===== src/rtl/seq_mult_16_bit_if.sv =====
// ---------------------------------------------------------------------------
// seq_mult_16_bit_if
//   Groups the request/response signals of the sequential 16x16 multiplier.
//
//   Handshake: the master raises start with operands a/b stable at the
//   rising clock edge; the request is taken only while the multiplier is
//   idle (busy=0), and requests made while busy=1 are dropped, not queued.
//   Once taken, a/b may change freely. done is a one-cycle pulse, and
//   product is valid in that cycle. product then holds until the next
//   multiply completes.
//
//   Signals:
//     start    master -> slave  1   request a multiply
//     a        master -> slave  16  multiplicand
//     b        master -> slave  16  multiplier
//     product  slave -> master  32  a*b
//     busy     slave -> master  1   multiply in progress (RUN or DONE)
//     done     slave -> master  1   one-cycle completion pulse
// ---------------------------------------------------------------------------
interface seq_mult_16_bit_if;
    logic        start;
    logic [15:0] a;
    logic [15:0] b;
    logic [31:0] product;
    logic        busy;
    logic        done;

    modport master (
        output start,
        output a,
        output b,
        input  product,
        input  busy,
        input  done
    );

    modport slave (
        input  start,
        input  a,
        input  b,
        output product,
        output busy,
        output done
    );
endinterface


===== src/rtl/seq_mult_16_bit.sv =====
// ---------------------------------------------------------------------------
// seq_mult_16_bit
//   Unsigned 16x16 -> 32-bit shift-and-add multiplier. The datapath performs
//   one partial-product add and one right shift per clock. Each add goes
//   through a 16-bit ripple-of-CLA adder whose carry-in is tied to 0.
//
//   Ports:
//     clk          in   1   rising-edge clock
//     rst_n        in   1   asynchronous active-low reset
//     bus          slave modport of seq_mult_16_bit_if (start/a/b in,
//                  product/busy/done out)
//     dbg_state_o  out  2   current FSM state (0=IDLE, 1=RUN, 2=DONE)
//
//   Timing: a start taken at edge E0 is followed by 16 RUN edges, E1..E16.
//   done is high for the cycle after E16, and busy is high from E0 to E17.
// ---------------------------------------------------------------------------

// 4-bit carry-lookahead block.
module seq_mult_cla4 (
    input  logic [3:0] x_i,
    input  logic [3:0] y_i,
    input  logic       c_i,
    output logic [3:0] s_o,
    output logic       c_o
);
    logic [3:0] g;
    logic [3:0] p;
    logic [4:0] c;

    always_comb begin
        g    = x_i & y_i;
        p    = x_i ^ y_i;
        c[0] = c_i;
        c[1] = g[0] | (p[0] & c_i);
        c[2] = g[1] | (p[1] & g[0]) | (p[1] & p[0] & c_i);
        c[3] = g[2] | (p[2] & g[1]) | (p[2] & p[1] & g[0])
             | (p[2] & p[1] & p[0] & c_i);
        c[4] = g[3] | (p[3] & g[2]) | (p[3] & p[2] & g[1])
             | (p[3] & p[2] & p[1] & g[0])
             | (p[3] & p[2] & p[1] & p[0] & c_i);
        s_o  = p ^ c[3:0];
        c_o  = c[4];
    end
endmodule

// 16-bit adder: four CLA blocks with the carry rippled between them.
module seq_mult_cla16 (
    input  logic [15:0] x_i,
    input  logic [15:0] y_i,
    input  logic        c_i,
    output logic [15:0] s_o,
    output logic        c_o
);
    logic [4:0] carry;

    assign carry[0] = c_i;

    for (genvar n = 0; n < 4; n++) begin : g_blk
        seq_mult_cla4 u_cla4 (
            .x_i (x_i[4*n +: 4]),
            .y_i (y_i[4*n +: 4]),
            .c_i (carry[n]),
            .s_o (s_o[4*n +: 4]),
            .c_o (carry[n+1])
        );
    end

    assign c_o = carry[4];
endmodule

module seq_mult_16_bit #(
    parameter int WIDTH = 16,
    parameter int CNT_W = 5
) (
    input  logic                    clk,
    input  logic                    rst_n,
    seq_mult_16_bit_if.slave        bus,
    output logic [1:0]              dbg_state_o
);
    typedef enum logic [1:0] {
        ST_IDLE = 2'd0,
        ST_RUN  = 2'd1,
        ST_DONE = 2'd2
    } state_t;

    state_t             state_q, state_d;
    logic [15:0]        mcand_q, mcand_d;
    logic [31:0]        acc_q, acc_d;
    logic [CNT_W-1:0]   cnt_q, cnt_d;
    logic [31:0]        product_q, product_d;

    // Partial-product add: hi + (lsb ? mcand : 0).
    logic [15:0]        addend;
    logic [15:0]        sum;
    logic               sum_c;

    assign addend = acc_q[0] ? mcand_q : 16'h0000;

    seq_mult_cla16 u_adder (
        .x_i (acc_q[31:16]),
        .y_i (addend),
        .c_i (1'b0),
        .s_o (sum),
        .c_o (sum_c)
    );

    always_ff @(posedge clk or negedge rst_n) begin
        if (!rst_n) begin
            state_q   <= ST_IDLE;
            mcand_q   <= '0;
            acc_q     <= '0;
            cnt_q     <= '0;
            product_q <= '0;
        end else begin
            state_q   <= state_d;
            mcand_q   <= mcand_d;
            acc_q     <= acc_d;
            cnt_q     <= cnt_d;
            product_q <= product_d;
        end
    end

    always_comb begin
        state_d   = state_q;
        mcand_d   = mcand_q;
        acc_d     = acc_q;
        cnt_d     = cnt_q;
        product_d = product_q;

        unique case (state_q)
            ST_IDLE: begin
                if (bus.start) begin
                    mcand_d = bus.a;
                    acc_d   = {16'h0000, bus.b};
                    cnt_d   = '0;
                    state_d = ST_RUN;
                end
            end
            ST_RUN: begin
                // This is a 33-bit shift of {carry, sum, lo}, so the adder
                // carry lands in acc[31] and is never lost.
                acc_d = {sum_c, sum, acc_q[15:1]};
                cnt_d = cnt_q + 1'b1;
                if (cnt_q == CNT_W'(WIDTH - 1)) begin
                    product_d = {sum_c, sum, acc_q[15:1]};
                    state_d   = ST_DONE;
                end
            end
            ST_DONE: begin
                state_d = ST_IDLE;
            end
            default: begin
                state_d = ST_IDLE;
            end
        endcase
    end

    // These outputs are decoded from registered state only, so they change
    // exactly at clock edges (or at reset).
    assign bus.busy     = (state_q != ST_IDLE);
    assign bus.done     = (state_q == ST_DONE);
    assign bus.product  = product_q;
    assign dbg_state_o  = state_q;
endmodule


===== src/flat_wrapper.sv =====
// flat-port wrapper written by rule: the top's interface ports become plain ports
module seq_mult_16_bit_flat 
#(
    parameter int WIDTH = 16,
    parameter int CNT_W = 5
)
  (clk, rst_n, dbg_state_o, bus_start, bus_a, bus_b, bus_product, bus_busy, bus_done);
  seq_mult_16_bit_if bus_i ();
  input  logic clk;
  input  logic rst_n;
  output logic [1:0] dbg_state_o;
  input wire logic [$bits(bus_i.start)-1:0] bus_start;
  input wire logic [$bits(bus_i.a)-1:0] bus_a;
  input wire logic [$bits(bus_i.b)-1:0] bus_b;
  output wire logic [$bits(bus_i.product)-1:0] bus_product;
  output wire logic [$bits(bus_i.busy)-1:0] bus_busy;
  output wire logic [$bits(bus_i.done)-1:0] bus_done;
  assign bus_i.start = bus_start;
  assign bus_i.a = bus_a;
  assign bus_i.b = bus_b;
  assign bus_product = bus_i.product;
  assign bus_busy = bus_i.busy;
  assign bus_done = bus_i.done;
  seq_mult_16_bit #(.WIDTH(WIDTH), .CNT_W(CNT_W)) u_core (.clk(clk), .rst_n(rst_n), .bus(bus_i), .dbg_state_o(dbg_state_o));
endmodule

===== config.mk =====
export PLATFORM = sky130hd
export DESIGN_NAME = seq_mult_16_bit_flat
export DESIGN_NICKNAME = d
export VERILOG_FILES = /design/src/rtl/seq_mult_16_bit_if.sv /design/src/rtl/seq_mult_16_bit.sv /design/src/flat_wrapper.sv
export SDC_FILE = /design/constraint.sdc
export NUM_CORES = 1
export LEC_CHECK = 0
export ABC_AREA = 1
export CAP_MARGIN = 10
export CORE_ASPECT_RATIO = 1.25
export CORE_UTILIZATION = 40
export CTS_BUF_LIST = sky130_fd_sc_hd__clkbuf_4 sky130_fd_sc_hd__clkbuf_8
export CTS_CLUSTER_SIZE = 40
export DETAILED_ROUTE_END_ITERATION = 10
export PLACE_DENSITY = 0.69
export SYNTH_ARGS = -nofsm -noshare
export SYNTH_HDL_FRONTEND = slang
export SYNTH_SLANG_ARGS = --single-unit

===== constraint.sdc =====
create_clock -name clk -period 3.9 [get_ports clk]
set_input_delay 0.39 -clock clk [delete_from_list [all_inputs] [get_ports clk]]
set_output_delay 0.39 -clock clk [all_outputs]
set_load 0.02 [all_outputs]

==> results of run 1 <==
## worst min path at each step
| stage | from | to | cells past startpoint |
|---|---|---|---|
| finish | rst_n | u_core.bus.product[13]$_DFFE_PN0P_ | 1 |
| global route | rst_n | u_core.bus.product[13]$_DFFE_PN0P_ | 1 |
| CTS | rst_n | u_core.bus.product[19]$_DFFE_PN0P_ | 1 |
| detailed placement | u_core.bus.product[24]$_DFFE_PN0P_ | u_core.bus.product[24]$_DFFE_PN0P_ | 2 |
| global placement | u_core.bus.product[24]$_DFFE_PN0P_ | u_core.bus.product[24]$_DFFE_PN0P_ | 2 |
| floorplan | rst_n | u_core.acc_q[0]$_DFFE_PN0P_ | 0 |
## where the power goes
part | switching [uW] | total [uW] | internal (uW)
Combinational | 1280 | 2180 | 902
Sequential | 254 | 1570 | 1320
Clock | 332 | 649 | 317
Total | 1860 | 4400 | 2530
## cell families after synthesis
logic type,after synthesis
compound gates,81
buf+inv,75
simple gates,206
xor+xnor,7
flops,87
fa+ha+maj,22
## state kept, by name, summed over array words and instances, names as in the netlist
name and cells:
u_core.acc_q 32, u_core.bus.product 32, u_core.cnt_q 5, u_core.dbg_state_o 2
u_core.mcand_q 16
## through the flow
| stage | total power [uW] | setup slack (ns) | hold slack, ns | util (%) | std cells |
|---|---|---|---|---|---|
| 6_report | 4400 | 1.14 | 0.206 | 50.9 | 678 |
| 5_1_grt | 4790 | 0.951 | 0.323 | 50.9 | 678 |
| 4_1_cts | 4440 | 1.15 | 0.257 | 50.9 | 678 |
| 3_5_place_dp | 3770 | 1.15 | 0.466 | 48.9 | 662 |
| 3_3_place_gp | 3680 | 1.29 | 0.465 | 48.9 | 662 |
| 2_1_floorplan | 3080 | 1.26 | 0.0944 | - | 478 |
## final cells by class
cell class | count | area (um2) | share of cell area, %
sequential | 87 | 2180 | 42.3
clock buffer | 10 | 138 | 2.67
inverter | 57 | 214 | 4.16
tap | 129 | 161 | 3.14
multi-input combinational | 316 | 1670 | 32.4
clock inverter | 6 | 67.6 | 1.31
timing repair buffer | 73 | 721 | 14.0
## cells in the mapped netlist, drive strengths merged
library cell / instances
nand2: 165
dfrtp: 87
inv: 57
o21ai: 35
a21oi: 21
o22ai: 19
ha: 18
nor2: 18
nand3: 16
clkbuf: 10
buf: 8
fa: 4
nand3b: 4
xnor2: 4
xor2: 3
a22o: 2
nand4: 2
a21o: 1
a221oi: 1
a31oi: 1
o211ai: 1
or2: 1
## layer usage
layer | wire, um | part of all wire [%] | vias up | global-route usage, %
met5 | 0 | 0 | - | 0
met4 | 151 | 1.7 | 0 | 8.72
met3 | 479 | 5.3 | 13 | 3.48
met2 | 4250 | 47 | 100 | 31.6
met1 | 4100 | 46 | 1569 | 21.8
li1 | - | - | 1658 | -
==> load_flow_metrics.sql, run 1 <==
INSERT INTO impl_metrics (metric_group, metric, value, unit) VALUES
('cells_and_area', 'layout.cell_area.non_filler', '0.00515', 'mm2'),
('timing', 'final.setup_skew', '0.0128', 'ns'),
('setup_path', 'cp_num_buf_inv', '2', ''),
('setup_path', 'critPathMaxFanout', '17', ''),
('grt', 'grt_max_degree', '88', ''),
('cells_and_area', 'fillerInstances', '954', ''),
('route', 'drtAntennaViolNets', '0', ''),
('timing', 'timing.final.hold_violations', '0', ''),
('cells_and_area', 'post_route_cells_drive_above_1_share', '6.01', '%'),
('grt', 'grt-ovfl-total', '0', ''),
('logic_synthesis', 'mean_instance_size_in_the_synthesized_netlist', '8.69', 'um2'),
('cells_and_area', 'final_nets', '601', ''),
('clocking', 'cts_root_buffer', 'sky130_fd_sc_hd__clkbuf_8', ''),
('clocking', 'cts-buffers-inserted', '9', ''),
('clocking', 'numClockSinks', '87', ''),
('setup_path', 'worstSetupEndpointType', 'flop', ''),
('logic_synthesis', 'top_cells_by_area_in_the_synthesized_netlist', 'sky130_fd_sc_hd__dfrtp_1, sky130_fd_sc_hd__nand2_1, sky130_fd_sc_hd__ha_1, sky130_fd_sc_hd__inv_1, sky130_fd_sc_hd__o21ai_0', ''),
('logic_synthesis', 'synth_top_area_share', '52.4', '%'),
('setup_path', 'cp_cell_sequence', 'nand2_1 -> inv_1 -> ha_1 -> nand2_1 -> inv_1 -> nand2_1 -> nand2_1 -> a31oi_1 -> nand2_4 -> fa_1 -> xor2_1 -> a22o_1', ''),
('clocking', 'clockBufferDepth', '2', ''),
('setup_path', 'cp-endpoint', 'u_core.acc_q[28]$_DFFE_PN0P_', ''),
('timing', 'rsz0062_at_grt', 'no', ''),
('route', 'viasPerCell', '4.93', ''),
('clocking', 'postCtsHoldBufs', '0', ''),
('cells_and_area', 'layout_commonest_cell', 'sky130_fd_sc_hd__nand2_1', ''),
('timing', 'final.period_utilization', '70.8', '%'),
('clocking', 'clk_latency', '0.36', 'ns'),
('logic_synthesis', 'post_synth_and_or_nand_nor_area_fraction', '20.6', '%'),
('cells_and_area', 'antennaDiodeCount', '0', ''),
('floorplanning', 'num_io_pins', '71', ''),
('job', 'maxCapViolations', '0', ''),
('floorplanning', 'dieWidth', '93.1', 'um'),
('floorplanning', 'die_height', '116', 'um'),
('power_and_ir_drop', 'vdd_ir_drop_max', '0.261', 'mV'),
('logic_synthesis', 'synth-adder-area-share', '7.35', '%'),
('outcome', 'status', 'finished, final reports clean', ''),
('logic_synthesis', 'yosys.area.top_type', 'sky130_fd_sc_hd__dfrtp_1', ''),
('setup_path', 'worst-r2r-setup-slack', '1.14', 'ns'),
('logic_synthesis', 'share_of_the_synthesized_area_in_compound_gates_ao_oa_aoi_oai', '10.8', '%'),
('worst_hold_path', 'hold_crit_class', 'in -> async', ''),
('timing', 'finalSetupViolCount', '0', ''),
('placement', 'routabilityCongestion', '0.895', ''),
('setup_path', 'critical_path.reg2reg.endpoint', 'u_core.acc_q[28]$_DFFE_PN0P_', ''),
('clocking', 'tritoncts', 'done', ''),
('grt', 'first_global_vias', '3463', ''),
('logic_synthesis', 'synth-xor-area-share', '1.48', '%'),
('floorplanning', 'design.die.area', '0.0108', 'mm2'),
('setup_path', 'setup.worst_path.start_class', 'flop', ''),
('route', 'detail_route.wl_per_cell', '13.2', 'um'),
('timing', 'maxSlewViolCount', '0', ''),
('timing', 'period_needed', '2.76', 'ns'),
('setup_path', 'crit_start', 'u_core.acc_q[0]$_DFFE_PN0P_', ''),
('route', 'total_drc_errors_in_the_routed_layout', '0', ''),
('placement', 'place_hpwl', '6280', 'um'),
('clocking', 'cts-htree-levels', '3', ''),
('timing', 'clock.fmax', '0.362', 'GHz'),
('logic_synthesis', 'synth_top_family_by_area', 'simple AND/OR/NAND/NOR gates', ''),
('power_and_ir_drop', 'power_density', '854', 'mW/mm2'),
('timing', 'max_slew.worst_pin.slew', '1.06', 'ns'),
('route', 'detail_route.wirelength', '8980', 'um'),
('placement', 'buffer_ports.inserted', '70', ''),
('logic_synthesis', 'mux_share_of_post_synthesis_cell_area', '0', '%'),
('logic_synthesis', 'synth_cell_type_count', '29', ''),
('setup_path', 'path_delay_family', 'flip-flops', ''),
('power_and_ir_drop', 'cellLeakagePower', '0.00265', 'uW'),
('clocking', 'clkTransAtPathRegs', '0.09', 'ns'),
('placement', 'post_detailed_placement_cell_area', '0.00494', 'mm2'),
('grt', 'initial_antenna_violation_count', '0', ''),
('logic_synthesis', 'postSynthNetCount', '535', ''),
('timing', 'fin_setup_tns', '0', 'ns'),
('setup_path', 'path_common_cell', 'sky130_fd_sc_hd__nand2_1', '');
No activity file was read; power rests on OpenSTA's default activity.
==> run 2, diff against run 1 <==
clock period = 2.8 ns   (was 3.9 ns; I/O delays follow)
==> run 2 against run 1 <==
Fmax increased by 8.8%. Non-clock buffer count rose by 1. Critical path depth up 1. Sequential power increased by 39%. Total power rose by 38%. Sequential cell count unchanged. Critical endpoint unchanged. Largest power group unchanged.
==> load_flow_metrics.sql, run 2 (synthesis gave the netlist of run 1 again) <==
INSERT INTO impl_metrics (metric_group, metric, value, unit) VALUES
('floorplanning', 'start_util', '41.1', '%'),
('cells_and_area', 'post_route_cells_drive_above_1_share', '6.36', '%'),
('setup_path', 'worst-setup-path-type', 'reg -> reg', ''),
('timing', 'final.period_utilization', '90.7', '%'),
('worst_hold_path', 'hold_crit_class', 'in -> async', ''),
('setup_path', 'critPathArrivalTime', '2.80', 'ns'),
('timing', 'hold_slack', '0.0918', 'ns'),
('setup_path', 'critPathMaxFanout', '12', ''),
('timing', 'maxSlewHeadroom', '28.9', '%'),
('grt', 'initial_antenna_violation_count', '0', ''),
('route', 'detail_route.first_pass.iterations', '4', ''),
('route', 'drtAntennaViolNets', '0', ''),
('setup_path', 'setup.worst_path.start_class', 'flop', ''),
('floorplanning', 'die_height', '116', 'um'),
('grt', 'grt-ovfl-total', '0', ''),
('floorplanning', 'num_io_pins', '71', ''),
('grt', 'wire_length_of_the_first_global_routing_pass', '15500', 'um'),
('route', 'drt_first_iter_violations', '185', ''),
('timing', 'timing.final.hold_violations', '0', ''),
('floorplanning', 'design.die.area', '0.0108', 'mm2'),
('clocking', 'clkTransAtPathRegs', '0.09', 'ns'),
('placement', 'post_detailed_placement_cell_area', '0.00495', 'mm2'),
('timing', 'final.setup_skew', '0.0106', 'ns'),
('placement', 'place_hpwl', '6330', 'um'),
('cells_and_area', 'layout_commonest_cell', 'sky130_fd_sc_hd__nand2_1', ''),
('grt', 'first_global_vias', '3357', ''),
('route', 'detail_route.wirelength', '9160', 'um'),
('timing', 'maxSlewViolCount', '0', ''),
('floorplanning', 'core_area', '0.0101', 'mm2'),
('clocking', 'clk_latency', '0.37', 'ns'),
('setup_path', 'worstSetupEndpointType', 'flop', ''),
('placement', 'dp_cells', '663', ''),
('cells_and_area', 'area_growth', '23.7', '%'),
('timing', 'period_needed', '2.54', 'ns'),
('setup_path', 'worst_ep_required_time', '3.06', 'ns'),
('clocking', 'tritoncts', 'done', ''),
('setup_path', 'cp_slowest_stage_delay', '0.50', 'ns'),
('floorplanning', 'dieWidth', '93.1', 'um'),
('cells_and_area', 'final_nets', '602', ''),
('setup_path', 'cp_cell_sequence', 'nand2_1 -> inv_1 -> ha_1 -> or2_0 -> nand2_1 -> nand2_2 -> nand2_2 -> nand2_2 -> nand2_2 -> nand2_4 -> fa_1 -> xor2_1 -> a22o_1', ''),
('timing', 'finalSetupViolCount', '0', ''),
('timing', 'fin_setup_tns', '0', 'ns'),
('clocking', 'numClockSinks', '87', ''),
('route', 'detail_route.wl_per_cell', '13.5', 'um'),
('timing', 'max_slew.worst_pin.slew', '1.07', 'ns'),
('clocking', 'cts-buffers-inserted', '9', ''),
('setup_path', 'crit_path_top_delay_cell', 'sky130_fd_sc_hd__dfrtp_2', ''),
('timing', 'rsz0062_at_grt', 'no', ''),
('route', 'viasPerCell', '4.94', ''),
('grt', 'grt_max_degree', '88', ''),
('cells_and_area', 'antennaDiodeCount', '0', ''),
('setup_path', 'path_common_cell', 'sky130_fd_sc_hd__nand2_2', ''),
('job', 'maxCapViolations', '0', ''),
('cells_and_area', 'post_layout_nonfiller_instances', '679', ''),
('cells_and_area', 'layout.cell_area.non_filler', '0.00513', 'mm2'),
('clocking', 'clockBufferDepth', '2', ''),
('floorplanning', 'rows', '41', ''),
('timing', 'clock.fmax', '0.394', 'GHz'),
('cells_and_area', 'final_cell_mix', 'sky130_fd_sc_hd__nand2_1, sky130_fd_sc_hd__dfrtp_1, sky130_fd_sc_hd__clkdlybuf4s50_1', ''),
('power_and_ir_drop', 'cellLeakagePower', '0.00264', 'uW'),
('clocking', 'cts_root_buffer', 'sky130_fd_sc_hd__clkbuf_8', ''),
('grt', 'grt.total_usage', '18.6', '%'),
('route', 'vias', '3356', ''),
('route', 'total_drc_errors_in_the_routed_layout', '0', ''),
('power_and_ir_drop', 'vdd_ir_drop_max', '0.392', 'mV'),
('placement', 'buffer_ports.inserted', '70', ''),
('placement', 'routabilityCongestion', '0.867', ''),
('outcome', 'status', 'finished, final reports clean', ''),
('power_and_ir_drop', 'power_density', '1180', 'mW/mm2'),
('clocking', 'cts-htree-levels', '3', ''),
('clocking', 'postCtsHoldBufs', '0', '');
==> run 2: area by class of cell <==
cell class	count	area [um2]
inverters	57	214
fillers	937	4970
clock buffers	12	153
repair buffers	74	728
multi-input cells	316	1670
well taps	129	161
clock inverters	4	31.3
flip-flops and latches	87	2180
==> run 2: worst paths after layout <==
check / cells past startpoint / startpoint / slack (ns) / to
worst min register to register: 2 / u_core.bus.product[31]$_DFFE_PN0P_ / 0.48 / u_core.bus.product[31]$_DFFE_PN0P_
worst min-delay path: 1 / rst_n / 0.09 / u_core.bus.product[14]$_DFFE_PN0P_
max in group asynchronous: 1 / rst_n / 1.95 / u_core.acc_q[0]$_DFFE_PN0P_
worst max-delay path: 13 / u_core.acc_q[0]$_DFFE_PN0P_ / 0.26 / u_core.acc_q[28]$_DFFE_PN0P_
worst max register to register: 13 / u_core.acc_q[0]$_DFFE_PN0P_ / 0.26 / u_core.acc_q[28]$_DFFE_PN0P_
min in group clk: 3 / bus_a[7] / 0.45 / u_core.mcand_q[7]$_DFFE_PN0P_
==> run 2: worst max-delay path, delay by kind of cell, from the launching register on <==
kind                       cells  cell delay, ns
AOI/OAI and AO/OA              1            0.23
xor gates and xnor gates       1            0.19
adders and majority gates      2            0.73
buffers and inverters          1            0.05
DFF                            1            0.50
and+or+nand+nor                8            0.76
==> run 2: repair_timing <==
action                                  4_1_cts  5_1_grt
hold endpoints to repair                      0        0
resized for setup                             0        1
setup buffers                                 0        0
endpoints found under the setup margin        0        1
==> run 2: power breakdown <==
part	switching (uW)	internal (uW)	leakage [uW]
Sequential	345	1830	0.00105
Combinational	1810	1270	0.00150
Clock	447	368	0.0000857
==> run 2: layer usage <==
layer	wire (um)	track usage [%]	up-vias
li1	-	-	1663
met1	4180	23.0	1581
met2	4280	31.0	96
met3	465	4.46	16
met4	235	7.90	0
met5	0	0	-
==> run 2: through the flow <==
step	setup slack, ns	util [%]	total power [uW]
CTS	0.167	50.8	6130
finish	0.261	50.8	6070
detailed placement	0.168	49.0	5280
floorplan	0.163	-	4290
global route	0.0849	50.8	6620
global placement	0.273	49.0	5150
==> run 3, diff against run 2 <==
PLACE_DENSITY = default   (was 0.69)
PLACE_DENSITY_LB_ADDON = 0.05   (was default)
REMOVE_ABC_BUFFERS = 1   (was default)
clock period = 2.4 ns   (was 2.8 ns; I/O delays follow)
==> run 3 against run 2 <==
Worst setup slack got worse by 0.20 ns. Register-to-register slack got worse by 0.20 ns. Sequential share of layout area decreased by 3.2 points. Critical endpoint unchanged. Fmax increased by 8.6%. First-iteration DRC count decreased by 39%. Count of clock-buffer cells in the layout increased by 1. Largest cell class unchanged. Die area unchanged. Via count decreased by 0.54%. Wire length increased by 3.0%. Critical path type unchanged.
==> load_flow_metrics.sql, run 3 (synthesis gave the netlist of run 1 again) <==
INSERT INTO impl_metrics (metric_group, metric, value, unit) VALUES
('grt', 'wire_length_of_the_first_global_routing_pass', '15500', 'um'),
('floorplanning', 'dieWidth', '93.1', 'um'),
('cells_and_area', 'layout_commonest_cell', 'sky130_fd_sc_hd__nand2_1', ''),
('worst_hold_path', 'hold_crit_class', 'in -> async', ''),
('timing', 'timing.final.hold_violations', '0', ''),
('clocking', 'cts-buffers-inserted', '9', ''),
('floorplanning', 'start_util', '41.1', '%'),
('timing', 'rsz0062_at_grt', 'yes', ''),
('floorplanning', 'core_area', '0.0101', 'mm2'),
('clocking', 'cts-htree-levels', '3', ''),
('route', 'detail_route.first_pass.iterations', '4', ''),
('grt', 'grt-ovfl-total', '0', ''),
('setup_path', 'cp-endpoint', 'u_core.acc_q[28]$_DFFE_PN0P_', ''),
('power_and_ir_drop', 'vdd_ir_drop_max', '0.510', 'mV'),
('grt', 'global_route.peak_usage_layer', 'met2', ''),
('setup_path', 'worst-setup-path-type', 'reg -> reg', ''),
('job', 'maxCapViolations', '0', ''),
('clocking', 'cts_root_buffer', 'sky130_fd_sc_hd__clkbuf_8', ''),
('cells_and_area', 'post_route_cells_drive_above_1_share', '16.2', '%'),
('grt', 'initial_antenna_violation_count', '0', ''),
('grt', 'grt_use_met2', '32.5', '%'),
('placement', 'place_hpwl', '6320', 'um'),
('power_and_ir_drop', 'power_density', '1410', 'mW/mm2'),
('grt', 'grt.total_usage', '18.8', '%'),
('grt', 'grt_max_degree', '47', ''),
('cells_and_area', 'post_layout_nonfiller_instances', '702', ''),
('timing', 'maxSlewViolCount', '0', ''),
('setup_path', 'critical_path.reg2reg.endpoint', 'u_core.acc_q[28]$_DFFE_PN0P_', ''),
('setup_path', 'critPathMaxFanout', '7', ''),
('floorplanning', 'num_io_pins', '71', ''),
('clocking', 'clockBufferDepth', '2', ''),
('grt', 'grt_util_met1', '23.0', '%'),
('setup_path', 'critPathArrivalTime', '2.59', 'ns'),
('grt', 'grtUsageMet3', '2.95', '%'),
('route', 'detail_route.wirelength', '9430', 'um'),
('cells_and_area', 'final_cell_mix', 'sky130_fd_sc_hd__nand2_1, sky130_fd_sc_hd__dfrtp_1, sky130_fd_sc_hd__clkdlybuf4s50_1', ''),
('setup_path', 'worstSetupEndpointType', 'flop', ''),
('setup_path', 'reg2reg_from', 'u_core.acc_q[0]$_DFFE_PN0P_', ''),
('floorplanning', 'rows', '41', ''),
('placement', 'buffer_ports.inserted', '70', ''),
('clocking', 'tritoncts', 'done', ''),
('clocking', 'clk_latency', '0.36', 'ns'),
('clocking', 'clkTransAtPathRegs', '0.08', 'ns'),
('cells_and_area', 'final_nets', '625', ''),
('timing', 'finalSetupViolCount', '0', ''),
('route', 'drtAntennaViolNets', '0', ''),
('timing', 'final_critical_path_setup_slack', '0.0629', 'ns'),
('setup_path', 'worst-r2r-setup-slack', '0.06', 'ns'),
('timing', 'maxSlewHeadroom', '63.6', '%'),
('setup_path', 'r2r.worst_path.cells', '14', ''),
('placement', 'dp_slack', '-0.131', 'ns'),
('route', 'total_drc_errors_in_the_routed_layout', '0', ''),
('clocking', 'numClockSinks', '87', ''),
('cells_and_area', 'antennaDiodeCount', '0', ''),
('timing', 'final.period_utilization', '97.4', '%'),
('outcome', 'status', 'finished, final reports clean', ''),
('timing', 'max_slew.worst_pin.slew', '0.545', 'ns'),
('route', 'vias', '3338', ''),
('route', 'viasPerCell', '4.75', ''),
('grt', 'first_global_vias', '3284', ''),
('placement', 'dp_cells', '679', ''),
('power_and_ir_drop', 'cellLeakagePower', '0.00278', 'uW'),
('setup_path', 'worst_ep_required_time', '2.65', 'ns'),
('setup_path', 'setup.worst_path.start_class', 'flop', ''),
('cells_and_area', 'area_growth', '33.8', '%'),
('route', 'drt_first_iter_violations', '112', ''),
('route', 'detail_route.wl_per_cell', '13.4', 'um'),
('cells_and_area', 'final_core_utilization', '55.0', '%'),
('timing', 'final.setup_skew', '0.00676', 'ns'),
('timing', 'period_needed', '2.34', 'ns'),
('timing', 'clock.fmax', '0.428', 'GHz'),
('setup_path', 'crit_start', 'u_core.acc_q[0]$_DFFE_PN0P_', ''),
('placement', 'routabilityCongestion', '0.790', ''),
('floorplanning', 'die_height', '116', 'um'),
('floorplanning', 'design.die.area', '0.0108', 'mm2');
-- run 3: cell types whose count changed in the layout (fill, tap and decap cells not counted), sizes merged --
cell	delta
clkbuf	+1
dlygate4sd3	+1
buf	+22
clkinv	+1
clkinvlp	-2
-- run 3: what timing repair did --
| action | 4_1_cts | 5_1_grt |
|---|---|---|
| hold endpoints to repair | 39 | 0 |
| buffers inserted | 1 | 5 |
| pin swaps | 0 | 23 |
| endpoints found under the setup margin | 6 | 7 |
| resized for setup | 6 | 42 |
| hold buffers | 1 | 0 |
-- run 3: final cells by class --
cell class | instances | area [um2]
clock inverter | 3 | 17.5
inverter | 57 | 214
clock buffer | 13 | 166
multi-input combinational | 316 | 1870
tap | 129 | 161
sequential | 87 | 2180
fill | 934 | 4550
timing repair buffer | 97 | 948
-- run 3: worst min-delay path by stage --
stage,start,end,slack [ns],depth (start not counted)
final,rst_n,u_core.bus.product[11]$_DFFE_PN0P_,0.40,2
after global routing,bus_a[6],u_core.mcand_q[6]$_DFFE_PN0P_,0.40,3
after CTS,bus_a[9],u_core.mcand_q[9]$_DFFE_PN0P_,0.39,3
after detailed placement,rst_n,u_core.bus.product[11]$_DFFE_PN0P_,0.27,1
after global placement,rst_n,u_core.bus.product[11]$_DFFE_PN0P_,0.26,1
after floorplan,rst_n,u_core.acc_q[0]$_DFFE_PN0P_,-0.06,0
-- run 3: metrics by stage --
step / power (uW) / hold WS (ns) / area, um2 / setup TNS (ns)
floorplan: 4930 / -0.0556 / 4060 / -0.0439
global placement: 6300 / 0.263 / 5110 / -0.0878
detailed placement: 6400 / 0.266 / 5110 / -0.249
CTS: 7460 / 0.390 / 5340 / -0.00327
global route: 8560 / 0.402 / 5560 / -0.0119
finish: 7840 / 0.404 / 5560 / 0
-- run 3: worst max-delay path, cell delays in order (launching register included) --
cell and delay (ns):
sky130_fd_sc_hd__dfrtp_2 0.49, sky130_fd_sc_hd__buf_6 0.17, sky130_fd_sc_hd__buf_6 0.12, sky130_fd_sc_hd__nand2_2 0.05, sky130_fd_sc_hd__inv_2 0.04, sky130_fd_sc_hd__ha_4 0.14, sky130_fd_sc_hd__nand4_1 0.10, sky130_fd_sc_hd__nand2_2 0.07
sky130_fd_sc_hd__nand2_2 0.08, sky130_fd_sc_hd__nand2_4 0.07, sky130_fd_sc_hd__nand2_2 0.09, sky130_fd_sc_hd__nand2_4 0.05, sky130_fd_sc_hd__fa_2 0.40, sky130_fd_sc_hd__xor2_2 0.16, sky130_fd_sc_hd__a22o_1 0.20
-- run 3: routing by layer --
| metal | routed length (um) | part of all wire, % | vias to the layer above |
|---|---|---|---|
| li1 | - | - | 1705 |
| met5 | 0 | 0 | - |
| met3 | 409 | 4.3 | 11 |
| met4 | 189 | 2.0 | 0 |
| met1 | 4120 | 44 | 1553 |
| met2 | 4710 | 50 | 69 |
-- run 3: power by group --
group	internal [uW]	switching, uW
clock	453	506
combinational	1990	2310
sequential	2140	441
==> patch: new RTL, flow settings as in run 3 <==
`CNT_W` is set to 5 in 2 places; all go to 10.
--- a/src/rtl/seq_mult_16_bit.sv
+++ b/src/rtl/seq_mult_16_bit.sv
@@ -71,5 +71,5 @@
 module seq_mult_16_bit #(
     parameter int WIDTH = 16,
-    parameter int CNT_W = 5
+    parameter int CNT_W = 10
 ) (
     input  logic                    clk,
--- a/src/flat_wrapper.sv
+++ b/src/flat_wrapper.sv
@@ -3,5 +3,5 @@
 #(
     parameter int WIDTH = 16,
-    parameter int CNT_W = 5
+    parameter int CNT_W = 10
 )
   (clk, rst_n, dbg_state_o, bus_start, bus_a, bus_b, bus_product, bus_busy, bus_done);
Function: same outputs for any inputs over 10 cycles, from zero or initial values and one cycle with rst_n low; that may be too few to reach the edited logic, so the function may still have changed.
==> patch against run 3 <==
  * Worst hold slack improved by 0.0033 ns
  * Clock skew grew 0.0023 ns
  * Largest cell class unchanged
  * Cell area increased by 4.5%
  * Critical path type unchanged
  * Setup slack improved by 0.018 ns
  * Fmax is 0.77% higher
  * Area after synthesis up 7.3%
  * Sequential cell count up 5
  * Wire length increased by 8.5%
  * Count of clock-buffer cells in the layout decreased by 1
Power is not compared: it rests on default switching activity, and its combinational part moved more than twofold at a synthesized area within 25%.
==> patch: results (changes against run 3) <==
Outcome
  • Status: finished, final reports clean

Finish
  • Final nets: 656 (+5.0%)
  • Non-Filler Instances: 737 (+5.0%)
  • Layout cells sized above 1: 13.4% (-2.8 points)
  • Area growth, synth to finish: 30.4%
  • # fillers: 1036 (+11%)

Route
  • Met3 Wirelength: 452 um (+11%)
  • Routed WL: 10200 um (+8.5%)
  • Iteration-0 DRC Markers: 140 (+25%)
  • Met1 WL: 4720 um (+15%)

Synthesis
  • Avg Inst Size Synth: 8.62 um^2 (-0.80%)
  • Commonest cells in the netlist: nand2_1 (169), dfrtp_1 (92), inv_1 (63)
  • Sequential element share of the synthesized area: 51.7% (-0.75 points)
  • Synth Area in XOR/XNOR: 1.18% (-0.30 points)

Worst setup path
  • Crit-path max cell delay: 0.45 ns (-0.04 ns)

Global routing
  • Global Route Usage Sum: 19.2% (+0.45 points)
  • Met1 Track Usage GR: 24.9% (+2.0 points)
  • Largest net degree at the start of global routing: 58 (+23%)
  • Number of global-route vias before repair: 3631 (+11%)
  • Met3 Usage GRT: 3.99% (+1.0 points)
  • First-pass GRT wire length: 16900 um (+9.1%)

Timing
  • Clk_skew: 0.00907 ns (+0.00230 ns)
  • Worst-margin pin slew: 1.07 ns (+0.520 ns)

Placed design
  • Final HPWL DP: 6810 um (+7.8%)
  • Final GP Congestion: 0.840 (+6.2%)
  • DP Worst Slack: -0.0571 ns (+0.0735 ns)
  • Placed standard-cell area: 0.00536 mm^2 (+4.9%)

Clock tree
  • Setup Buffers After CTS: 0 (-1)
## patch: area by class of cell
class	count	share of cell area (%)
clock buffers	12	2.74
repair buffers	92	15.2
multi-input cells	340	33.7
clock inverters	4	1.64
well taps	132	2.84
flip-flops and latches	92	39.7
inverters	65	4.20
## patch: final timing paths
kind / end / start / cells after the start / slack, ns
max: u_core.acc_q[28] / u_core.acc_q[0] / 14 / 0.08
min: u_core.bus.product[20] / rst_n / 2 / 0.41
max reg2reg: u_core.acc_q[28] / u_core.acc_q[0] / 14 / 0.08
min reg2reg: u_core.bus.product[22] / u_core.bus.product[22] / 2 / 0.48
max in group asynchronous: u_core.bus.product[27] / rst_n / 3 / 1.38
min in group clk: u_core.mcand_q[9] / bus_a[9] / 3 / 0.42
## patch: critical path: cells and delay by family (launching register included)
kind | cells | cell delay [ns]
compound gates | 1 | 0.15
flops | 1 | 0.45
buf+inv | 2 | 0.12
fa+ha+maj | 2 | 0.59
simple gates | 8 | 0.76
xor+xnor | 1 | 0.15
